===== config.mk =====
export PLATFORM = sky130hd
export DESIGN_NAME = regfile_scoreboard
export DESIGN_NICKNAME = d
export VERILOG_FILES = /design/src/rtl/regfile_scoreboard.sv
export SDC_FILE = /design/constraint.sdc
export NUM_CORES = 2
export LEC_CHECK = 0
export ABC_AREA = 0
export ABC_CLOCK_PERIOD_IN_PS = 36200
export BUFFER_PORTS_ARGS = -buffer_cell sky130_fd_sc_hd__buf_2
export CORE_MARGIN = 2
export CORE_UTILIZATION = 40
export CTS_CLUSTER_DIAMETER = 60
export DETAILED_ROUTE_END_ITERATION = 6
export PLACE_DENSITY = 0.53
export RECOVER_POWER = 100
export SYNTH_ARGS = -nofsm -noshare
export SYNTH_HDL_FRONTEND = slang
export SYNTH_SLANG_ARGS = --single-unit

===== constraint.sdc =====
create_clock -name clk -period 36.2 [get_ports clk]
set_input_delay 0 -clock clk [delete_from_list [all_inputs] [get_ports clk]]
set_output_delay 0 -clock clk [all_outputs]
set_load 0.01 [all_outputs]

===== src/rtl/regfile_scoreboard.sv =====
// Two-read / two-write register file with write-port bypass and a per-register
// pending-write scoreboard that blocks hazardous issues.
module regfile_scoreboard #(
  parameter  int DATA_W   = 32,
  parameter  int ADDR_W   = 5,
  parameter  int ZERO_REG = 1,
  localparam int NREGS    = 1 << ADDR_W,
  localparam int CNT_W    = ADDR_W + 1
) (
  input  logic              clk,
  input  logic              rst,
  input  logic [ADDR_W-1:0] rs,
  input  logic [ADDR_W-1:0] rt,
  output logic [DATA_W-1:0] Read_Data,
  output logic [DATA_W-1:0] Read_Data2,
  input  logic              wa_en,
  input  logic [ADDR_W-1:0] wa_addr,
  input  logic [DATA_W-1:0] wa_data,
  input  logic              wb_en,
  input  logic [ADDR_W-1:0] wb_addr,
  input  logic [DATA_W-1:0] wb_data,
  input  logic              iss_en,
  input  logic [ADDR_W-1:0] iss_rd,
  output logic              stall,
  output logic [NREGS-1:0]  busy_vec,
  output logic [CNT_W-1:0]  pend_cnt,
  output logic              err_collide
);

  logic [DATA_W-1:0] regs_q [NREGS];
  logic [DATA_W-1:0] regs_d [NREGS];
  logic [NREGS-1:0]  busy_q, busy_d;
  logic [NREGS-1:0]  wa_hit, wb_hit, wr_mask, set_mask, busy_eff;
  logic [CNT_W-1:0]  pend_cnt_q, pend_cnt_d;
  logic              err_q, err_d;
  logic              accept;

  // Port B takes priority over port A; a hardwired zero register hides all bypass.
  function automatic logic [DATA_W-1:0] read_port(
    input logic [ADDR_W-1:0] addr,
    input logic [DATA_W-1:0] arr_val,
    input logic              a_en,
    input logic [ADDR_W-1:0] a_addr,
    input logic [DATA_W-1:0] a_data,
    input logic              b_en,
    input logic [ADDR_W-1:0] b_addr,
    input logic [DATA_W-1:0] b_data
  );
    if (ZERO_REG != 0 && addr == '0) return '0;
    if (b_en && b_addr == addr)      return b_data;
    if (a_en && a_addr == addr)      return a_data;
    return arr_val;
  endfunction

  assign Read_Data  = read_port(rs, regs_q[rs], wa_en, wa_addr, wa_data,
                                wb_en, wb_addr, wb_data);
  assign Read_Data2 = read_port(rt, regs_q[rt], wa_en, wa_addr, wa_data,
                                wb_en, wb_addr, wb_data);

  // Per-register write decode; writes to a hardwired zero register vanish here,
  // so they can neither collide nor touch the scoreboard.
  always_comb begin
    // NOTE: every combinational output gets a default before any conditional
    // update so no path leaves a value held, which would infer a latch.
    wa_hit = '0;
    wb_hit = '0;
    for (int i = 0; i < NREGS; i++) begin
      wa_hit[i] = wa_en && (wa_addr == ADDR_W'(i));
      wb_hit[i] = wb_en && (wb_addr == ADDR_W'(i));
    end
    if (ZERO_REG != 0) begin
      wa_hit[0] = 1'b0;
      wb_hit[0] = 1'b0;
    end
  end

  assign wr_mask = wa_hit | wb_hit;
  assign err_d   = |(wa_hit & wb_hit);

  always_comb begin
    for (int i = 0; i < NREGS; i++) begin
      regs_d[i] = regs_q[i];
      if (wb_hit[i])      regs_d[i] = wb_data;
      else if (wa_hit[i]) regs_d[i] = wa_data;
    end
  end

  // A write landing this cycle releases its register early, so a dependent
  // issue in the same cycle is not held back.
  always_comb begin
    busy_eff = busy_q & ~wr_mask;
    if (ZERO_REG != 0) busy_eff[0] = 1'b0;
  end

  assign stall  = iss_en & (busy_eff[rs] | busy_eff[rt] | busy_eff[iss_rd]);
  assign accept = iss_en & ~stall;

  always_comb begin
    set_mask = '0;
    if (accept) set_mask[iss_rd] = 1'b1;
    if (ZERO_REG != 0) set_mask[0] = 1'b0;
  end

  // Set is applied after clear so a same-cycle issue keeps its register busy.
  assign busy_d = (busy_q & ~wr_mask) | set_mask;

  always_comb begin
    pend_cnt_d = '0;
    for (int i = 0; i < NREGS; i++) begin
      pend_cnt_d = pend_cnt_d + CNT_W'(busy_d[i]);
    end
  end

  // NOTE: the register array sits in plain flops with async reset because the
  // whole file must read zero the instant rst rises; a RAM macro could not.
  always_ff @(posedge clk or posedge rst) begin
    if (rst) begin
      for (int i = 0; i < NREGS; i++) regs_q[i] <= '0;
      busy_q     <= '0;
      pend_cnt_q <= '0;
      err_q      <= 1'b0;
    end else begin
      for (int i = 0; i < NREGS; i++) regs_q[i] <= regs_d[i];
      busy_q     <= busy_d;
      pend_cnt_q <= pend_cnt_d;
      err_q      <= err_d;
    end
  end

  assign busy_vec    = busy_q;
  assign pend_cnt    = pend_cnt_q;
  assign err_collide = err_q;

endmodule


## Word level (Yosys, flattened, before mapping)

Cells that the tools add are included.

- Flip-flop bits (word level): 1,031
- Bits in latches: 0
- RAM bits: 0
- Memory bits (read-only): 0
- Bits of input ports: 94
- Memories kept: 0

- Add/subtract/negate cells: 31
- Multipliers: 0
- Divide/modulo/power cells: 0
- Magnitude comparators: 6
- Equal/unequal tests: 66
- Shifts and indexed selects: 0
- Muxes and demuxes: 101
- Bitwise gates (word level): 12
- Reduce and logical (&&, ||, !) cells: 101

Operator list:

| operator | count |
|---|---|
| $mux W32 | 79 |
| $bmux W32 S5 | 2 |
| $eq A5 B5 Y1 const B | 32 |
| $add A6 B1 Y6 | 26 |
| $eq A5 B4 Y1 const B | 16 |
| $logic_and A1 B1 Y1 | 67 |
| $and A32 B32 Y32 | 2 |
| $or A32 B32 Y32 | 2 |
| $reduce_bool A2 Y1 | 31 |
| $eq A5 B3 Y1 const B | 8 |
| $not A32 Y32 | 1 |
| $reduce_or A32 Y1 | 1 |
| $eq A5 B2 Y1 const B | 4 |
| $eq A5 B5 Y1 | 4 |
| $lt A5 B6 Y1 const B | 3 |
| $mux W1 | 16 |
| $bmux W1 S5 | 3 |
| $ge A6 B6 Y1 const B | 2 |
| $not A5 Y6 | 2 |
| $eq A5 B1 Y1 const B | 2 |
| $logic_not A5 Y1 | 2 |
| $add A5 B1 Y6 | 1 |
| $add A4 B1 Y5 | 1 |
| $demux W1 S5 | 1 |
| other kinds (7) | 9 |

## Depth between registers and ports, before layout

- Word-level depth: 45
- Depth in mapped cells: 29
- Gate-level depth less buffers: 25

## Worst setup path before layout

OpenSTA, ideal clock, no wires.

- Path kind: in2reg
- From: input wa_addr[0]
- To: register pend_cnt_q[4] (netlist: pend_cnt[4])
- Library setup time: 0.080 ns
- Arrival time: 7.069 ns
- Setup slack: 29.051 ns
- Cell stages on the path: 26
- Buffers on the path: 3
- Cell sequence: or2_2 > or3_1 > buf_4 > nand3_2 > nor2_1 > or4_1 > a32o_1 > a2111o_1 > buf_2 > buf_6 > o41ai_1 > fa_1 > inv_1 > fa_1 > inv_1 > fa_1 > inv_1 > fa_1 > fa_1 > fa_1 > inv_1 > fa_1 > fa_1 > a21o_1 > a21oi_1 > xnor2_1

- Elaborated cells between the ends (all ways): 109
- Classes of those cells: add/sub (31); eq/ne (31); mux (7); bitwise (9); reduce/logical (31)

RTL lines:

| element | RTL line | source |
|---|---|---|
| start: declaration | 17 | `input logic [ADDR_W-1:0] wa_addr,` |
| $eq A5 B1 Y1, or another cell as far along | 68 | `wa_hit[i] = wa_en && (wa_addr == ADDR_W'(i));` |
| $logic_and A1 B1 Y1 | 68 |  |
| $or A32 B32 Y32 (*) | 77 | `assign wr_mask = wa_hit \| wb_hit;` |
| $not A32 Y32 (*) | 91, 105 |  |
| $and A32 B32 Y32 (*) | 91, 105 |  |
| $bmux W1 S5 | 95 | `assign stall = iss_en & (busy_eff[rs] \| busy_eff[rt] \| busy_eff[iss_rd]);` |
| $mux W1 (implied by the code) | 95 |  |
| $or A1 B1 Y1 (2 in series) | 95 |  |
| $and A1 B1 Y1 | 95 |  |
| $not A1 Y1 | 96 | `assign accept = iss_en & ~stall;` |
| $and A1 B1 Y1 | 96 |  |
| $mux W32 | 100 | `if (accept) set_mask[iss_rd] = 1'b1;` |
| $or A32 B32 Y32 (*) | 105 | `assign busy_d = (busy_q & ~wr_mask) \| set_mask;` |
| named net busy_d[24] | 32 | `logic [NREGS-1:0] busy_q, busy_d;` |
| $add A6 B1 Y6 (*) (8 in series) | 110 | `pend_cnt_d = pend_cnt_d + CNT_W'(busy_d[i]);` |
| named net pend_cnt_d[4] | 34 | `logic [CNT_W-1:0] pend_cnt_q, pend_cnt_d;` |
| end signal: assignment | 125 | `pend_cnt_q <= pend_cnt_d;` |
| end: declaration | 34 |  |

The timed path passes the listed nets; every way through them passes the cells marked *. The select of a mux whose other input is x is not followed.
A chain may end at the register's enable or synchronous reset.

## Worst setup path in the final report

- From: input rt[0]
- To: register pend_cnt_q[4] (netlist: pend_cnt[4])

- Elaborated cells between the ends (all ways): 40
- Classes of those cells: add/sub (31); mux (3); bitwise (6)

RTL lines:

| element | RTL line | source |
|---|---|---|
| start: declaration | 13 | `input logic [ADDR_W-1:0] rt,` |
| $bmux W1 S5 | 95 |  |
| $mux W1 (implied by the code) | 95 |  |
| $or A1 B1 Y1 (2 in series) | 95 |  |
| $and A1 B1 Y1 | 95 |  |
| $not A1 Y1 | 96 |  |
| $and A1 B1 Y1 | 96 |  |
| $mux W32 | 100 |  |
| $or A32 B32 Y32 | 105 |  |
| named net busy_d[24] | 32 |  |
| $add A6 B1 Y6 (8 in series) | 110 |  |
| named net pend_cnt_d[4] | 34 |  |

The timed path passes the listed nets, and every way through them passes these cells. The select of a mux whose other input is x is not followed.

==> out/summary.md <==
The run finished, with violations left. The final reports fail on DRC, capacitance limit, slew limit. Max-cap violations in this run came to 64. For this configuration, the core starts out at a cell density of 40.19%. The final non-filler cell total was 8569.

Internal power comes to 0.002918 W. The number of design-rule violations left by the first detailed-router iteration was 6533; the number of global-route vias before repair was 52220. The wire-length estimate of the detail-placed layout is 151.8 mm. Counting tap cells, the placed design contains a total of 8232 instances. In this run the count of I/O pins placed on the die edge is 198. The initial antenna violation count was 8.

In this run the tightest slew margin relative to its limit is -547.8%. The post-synth design cell area is 66970 µm², and the width of the chip is 413.2 µm. Synthesis produced a netlist with a net count of 6667. The worst register-to-register path has a depth of 22. Yosys attributes the largest share of cell area to sky130_fd_sc_hd__dfrtp_1 38%, sky130_fd_sc_hd__mux4_2 19%, sky130_fd_sc_hd__mux2i_1 14%, sky130_fd_sc_hd__nand2_1 5.1%, sky130_fd_sc_hd__o21ai_0 4.2%. The longest clock path from root to sink contains 3 buffers. The run gives 0 as the count of nets left with antenna violations after detail routing.

The tools report the clock tree root buffer cell as sky130_fd_sc_hd__clkbuf_16. The run gives 32.40% as the all-layer global routing usage. The via-per-instance ratio was 6.377; the upper clock frequency limit was 54.04 MHz. The final layout contains routed wiring with a total length of 279.5 mm. The tools report the row count as 150.

Counting flops with a built-in enable in the synthesized netlist gives 0. In the post-synthesis netlist, the cell with the most instances is sky130_fd_sc_hd__dfrtp_1. The proportion of netlist area held by the largest area contributor is 38.49%. Setup violations remaining at the end of the flow were counted as 0.

The most used flip-flop cell after synthesis is sky130_fd_sc_hd__dfrtp_1. The warning count from the yosys run was 0; the die outline area was 170700 µm². In this run, CTS created clock tree buffers numbering 133.

The total area inside the core boundary comes to 166700 µm². For the pin with the worst max-slew slack, the measured transition is 9717 ps. Total net switching power: 0.001388 W. After clock tree synthesis, the clock-pin slew on the worst setup and hold paths is 50 ps. sky130_fd_sc_hd__dfrtp_1 takes more of the synthesized area than any other cell. The clock net in this run drives a total of 1030 sinks. The logs give 0 for the final hold violation count and 54.15 µV for the worst vdd rail ir drop. TritonCTS built the clock tree.

The synthesized instance count is 6543. Clock skew on the completed layout was measured at 9.824 ps. The maximum fanout count along the critical path was 86; the detailed-router iteration count before antenna repair was 7.

The synthesized area per cell was 10.24 µm². In this run the tool buffered the top-level ports with 196 buffer cells. Combinational power share: 28.7%. For the worst setup path, the data arrival time is 19190 ps. Counting instances in the post-synthesis netlist gives the leading cell types as 1030 x sky130_fd_sc_hd__dfrtp_1, 960 x sky130_fd_sc_hd__mux2i_1, 914 x sky130_fd_sc_hd__nand2_1, 666 x sky130_fd_sc_hd__nor2_1, 631 x sky130_fd_sc_hd__clkbuf_1.

The H-tree was split into 4 levels. The routability congestion estimate was 0.9036; the share of flip-flops with an asynchronous set or reset was 100.0%. The floorplan step set the die height to 413.2 µm. In this run the worst hold path is classified as input port to register. Relative to the synthesized area, the layout overhead comes to 10.63%.

The logs give 6394 for the net count reported at finish and 39.3% for the sequential share of power. The maximum number of pins on one net before global-route repair was 171. The critical path is of the input port to register type. Setup repair after global routing left no endpoint under its margin. Net switching is 32.23% of the power. The power density normalized to cell area is 58.11 nW/µm².

The layout has 15570 filler cells. The synthesized design contains 1030 register bits. The wire length of the first global-routing pass is 396.1 mm. The synthesized netlist contains 78 unique library cells. The ratio of cells with drive above 1 in the final layout is 16.23%.

Summing over every cut layer, the via total after detailed routing is 54640. The worst setup path is captured at a register. Number of max-slew violations in the final report: 2671.

In the routed design, unresolved DRC markers number 3. The average detailed-routed wire length per instance was 32.62 µm. The share of the Yosys chip area taken by registers is 38.49%.

Clock latency on the worst-skew pair, taken at its later pin, is 770 ps. The setup TNS was 0 ps. The remaining global-route overflow was 0. At the worst endpoint, the required time is 36890 ps.

The clock period could shrink to 18500 ps. The run gives 31.9% as the share of total power in the clock network. Summed over all cells, the static leakage comes to 32.07 nW. The startpoint type of the worst setup path is an input port. The number of instances on the worst hold path works out to 4. The final critical path takes up 51.12% of the cycle.
cells in the final DEF (no fill, tap or decap), drive strengths merged, types with 17 or more instances in the layout:
cell type / Yosys / final
o41ai: 20 / 20
nand2: 914 / 914
xor2: 17 / 17
dfrtp: 1030 / 1030
or2: 19 / 19
clkinv: 1 / 21
mux2i: 960 / 960
inv: 35 / 44
a211oi: 64 / 64
o21ai: 556 / 556
nor2: 666 / 666
mux4: 577 / 577
nand3: 35 / 35
dlygate4sd3: 0 / 107
o2bb2ai: 32 / 32
buf: 163 / 167
fa: 23 / 23
clkbuf: 661 / 329
a21oi: 393 / 393
a31oi: 160 / 160
state kept, by name, indices dropped and copies added (netlist names):
| name | flops |
|---|---|
| busy_vec | 31 |
| err_collide | 1 |
| pend_cnt | 6 |
| regs_q | 992 |
power groups by stage:
| stage | logic (W) | clock network [W] | registers (W) |
|---|---|---|---|
| floorplan | 0.000918 | 0 | 0.00163 |
| global placement | 0.00120 | 0 | 0.00169 |
| detailed placement | 0.00121 | 0 | 0.00170 |
| CTS | 0.00124 | 0.00139 | 0.00168 |
| global route | 0.00135 | 0.00144 | 0.00173 |
| finish | 0.00124 | 0.00138 | 0.00169 |
routing by layer:
layer	track usage, %	part of all wire [%]	vias to the layer above
li1	-	-	23180
met1	43.28	40	27880
met2	51.05	46	2926
met3	6.485	8.6	663
met4	14.39	5.2	0
met5	0	0	-
stage by stage:
stage	power (W)	area [µm²]	setup slack (ps)	hold WS [ps]	utilization (%)
detailed placement	0.002913	69090	27230	98.20	41.45
global route	0.004511	74090	15970	88.12	44.46
CTS	0.004307	74600	27650	5.114	44.76
global placement	0.002886	69090	27210	86.87	41.45
finish	0.004305	74090	17700	109.1	44.46
floorplan	0.002551	66970	7213	286.6	-
logic make-up after synthesis:
kind of cell | share of synthesized area [%]
flip-flops | 38.49
multiplexers | 33.82
other | 0.005599
AO/OA/AOI/OAI | 11.21
AND/OR/NAND/NOR | 10.42
XOR/XNOR | 0.3008
adder cells (fa/ha/maj) | 0.8183
buffers and inverters | 4.938
final cells by class:
class                   instances  area, µm²  share of cell area (%)
flip-flops and latches       1030      25770                   34.79
clock buffers                 187       3929                   5.303
diodes                          1      2.502                0.003377
repair buffers                416       2695                   3.637
multi-input cells            4653      38280                   51.66
clock inverters                42      514.2                  0.6941
inverters                      36      141.4                  0.1908
well taps                    2204       2758                   3.722
repair_timing:
action                                  in CTS  in global routing
endpoints found under the hold margin     1131                  0
setup buffers                                0                  0
endpoints found under the setup margin       0                  0
gates resized for setup                      0                  0
hold buffers                               107                  0
critical path, stage by stage:
cell and delay [ps]:
sky130_fd_sc_hd__clkbuf_1 4250, sky130_fd_sc_hd__clkbuf_1 6270, sky130_fd_sc_hd__o21ai_0 960, sky130_fd_sc_hd__a21oi_1 480
sky130_fd_sc_hd__a32o_1 190, sky130_fd_sc_hd__a2111o_1 130, sky130_fd_sc_hd__clkbuf_1 1620, sky130_fd_sc_hd__o41ai_1 410
sky130_fd_sc_hd__fa_1 640, sky130_fd_sc_hd__inv_1 60, sky130_fd_sc_hd__fa_1 490, sky130_fd_sc_hd__inv_1 50
sky130_fd_sc_hd__fa_1 530, sky130_fd_sc_hd__inv_1 70, sky130_fd_sc_hd__fa_1 530, sky130_fd_sc_hd__fa_1 440
sky130_fd_sc_hd__fa_1 490, sky130_fd_sc_hd__inv_1 40, sky130_fd_sc_hd__fa_1 400, sky130_fd_sc_hd__fa_1 470
sky130_fd_sc_hd__a21o_1 190, sky130_fd_sc_hd__a21oi_1 180, sky130_fd_sc_hd__xnor2_1 130
path summary, 6_finish.rpt:
path	from	end	slack, ps
max in group asynchronous	rst	regs_q[143]	21200
hold reg to reg	regs_q[134]	regs_q[134]	560
hold / removal	iss_rd[0]	busy_vec[18]	110
min in group asynchronous	rst	pend_cnt[4]	1370
setup reg to reg	busy_vec[15]	pend_cnt[4]	27480
setup / recovery	rt[0]	pend_cnt[4]	17700
(Power assumes the default switching activity.)
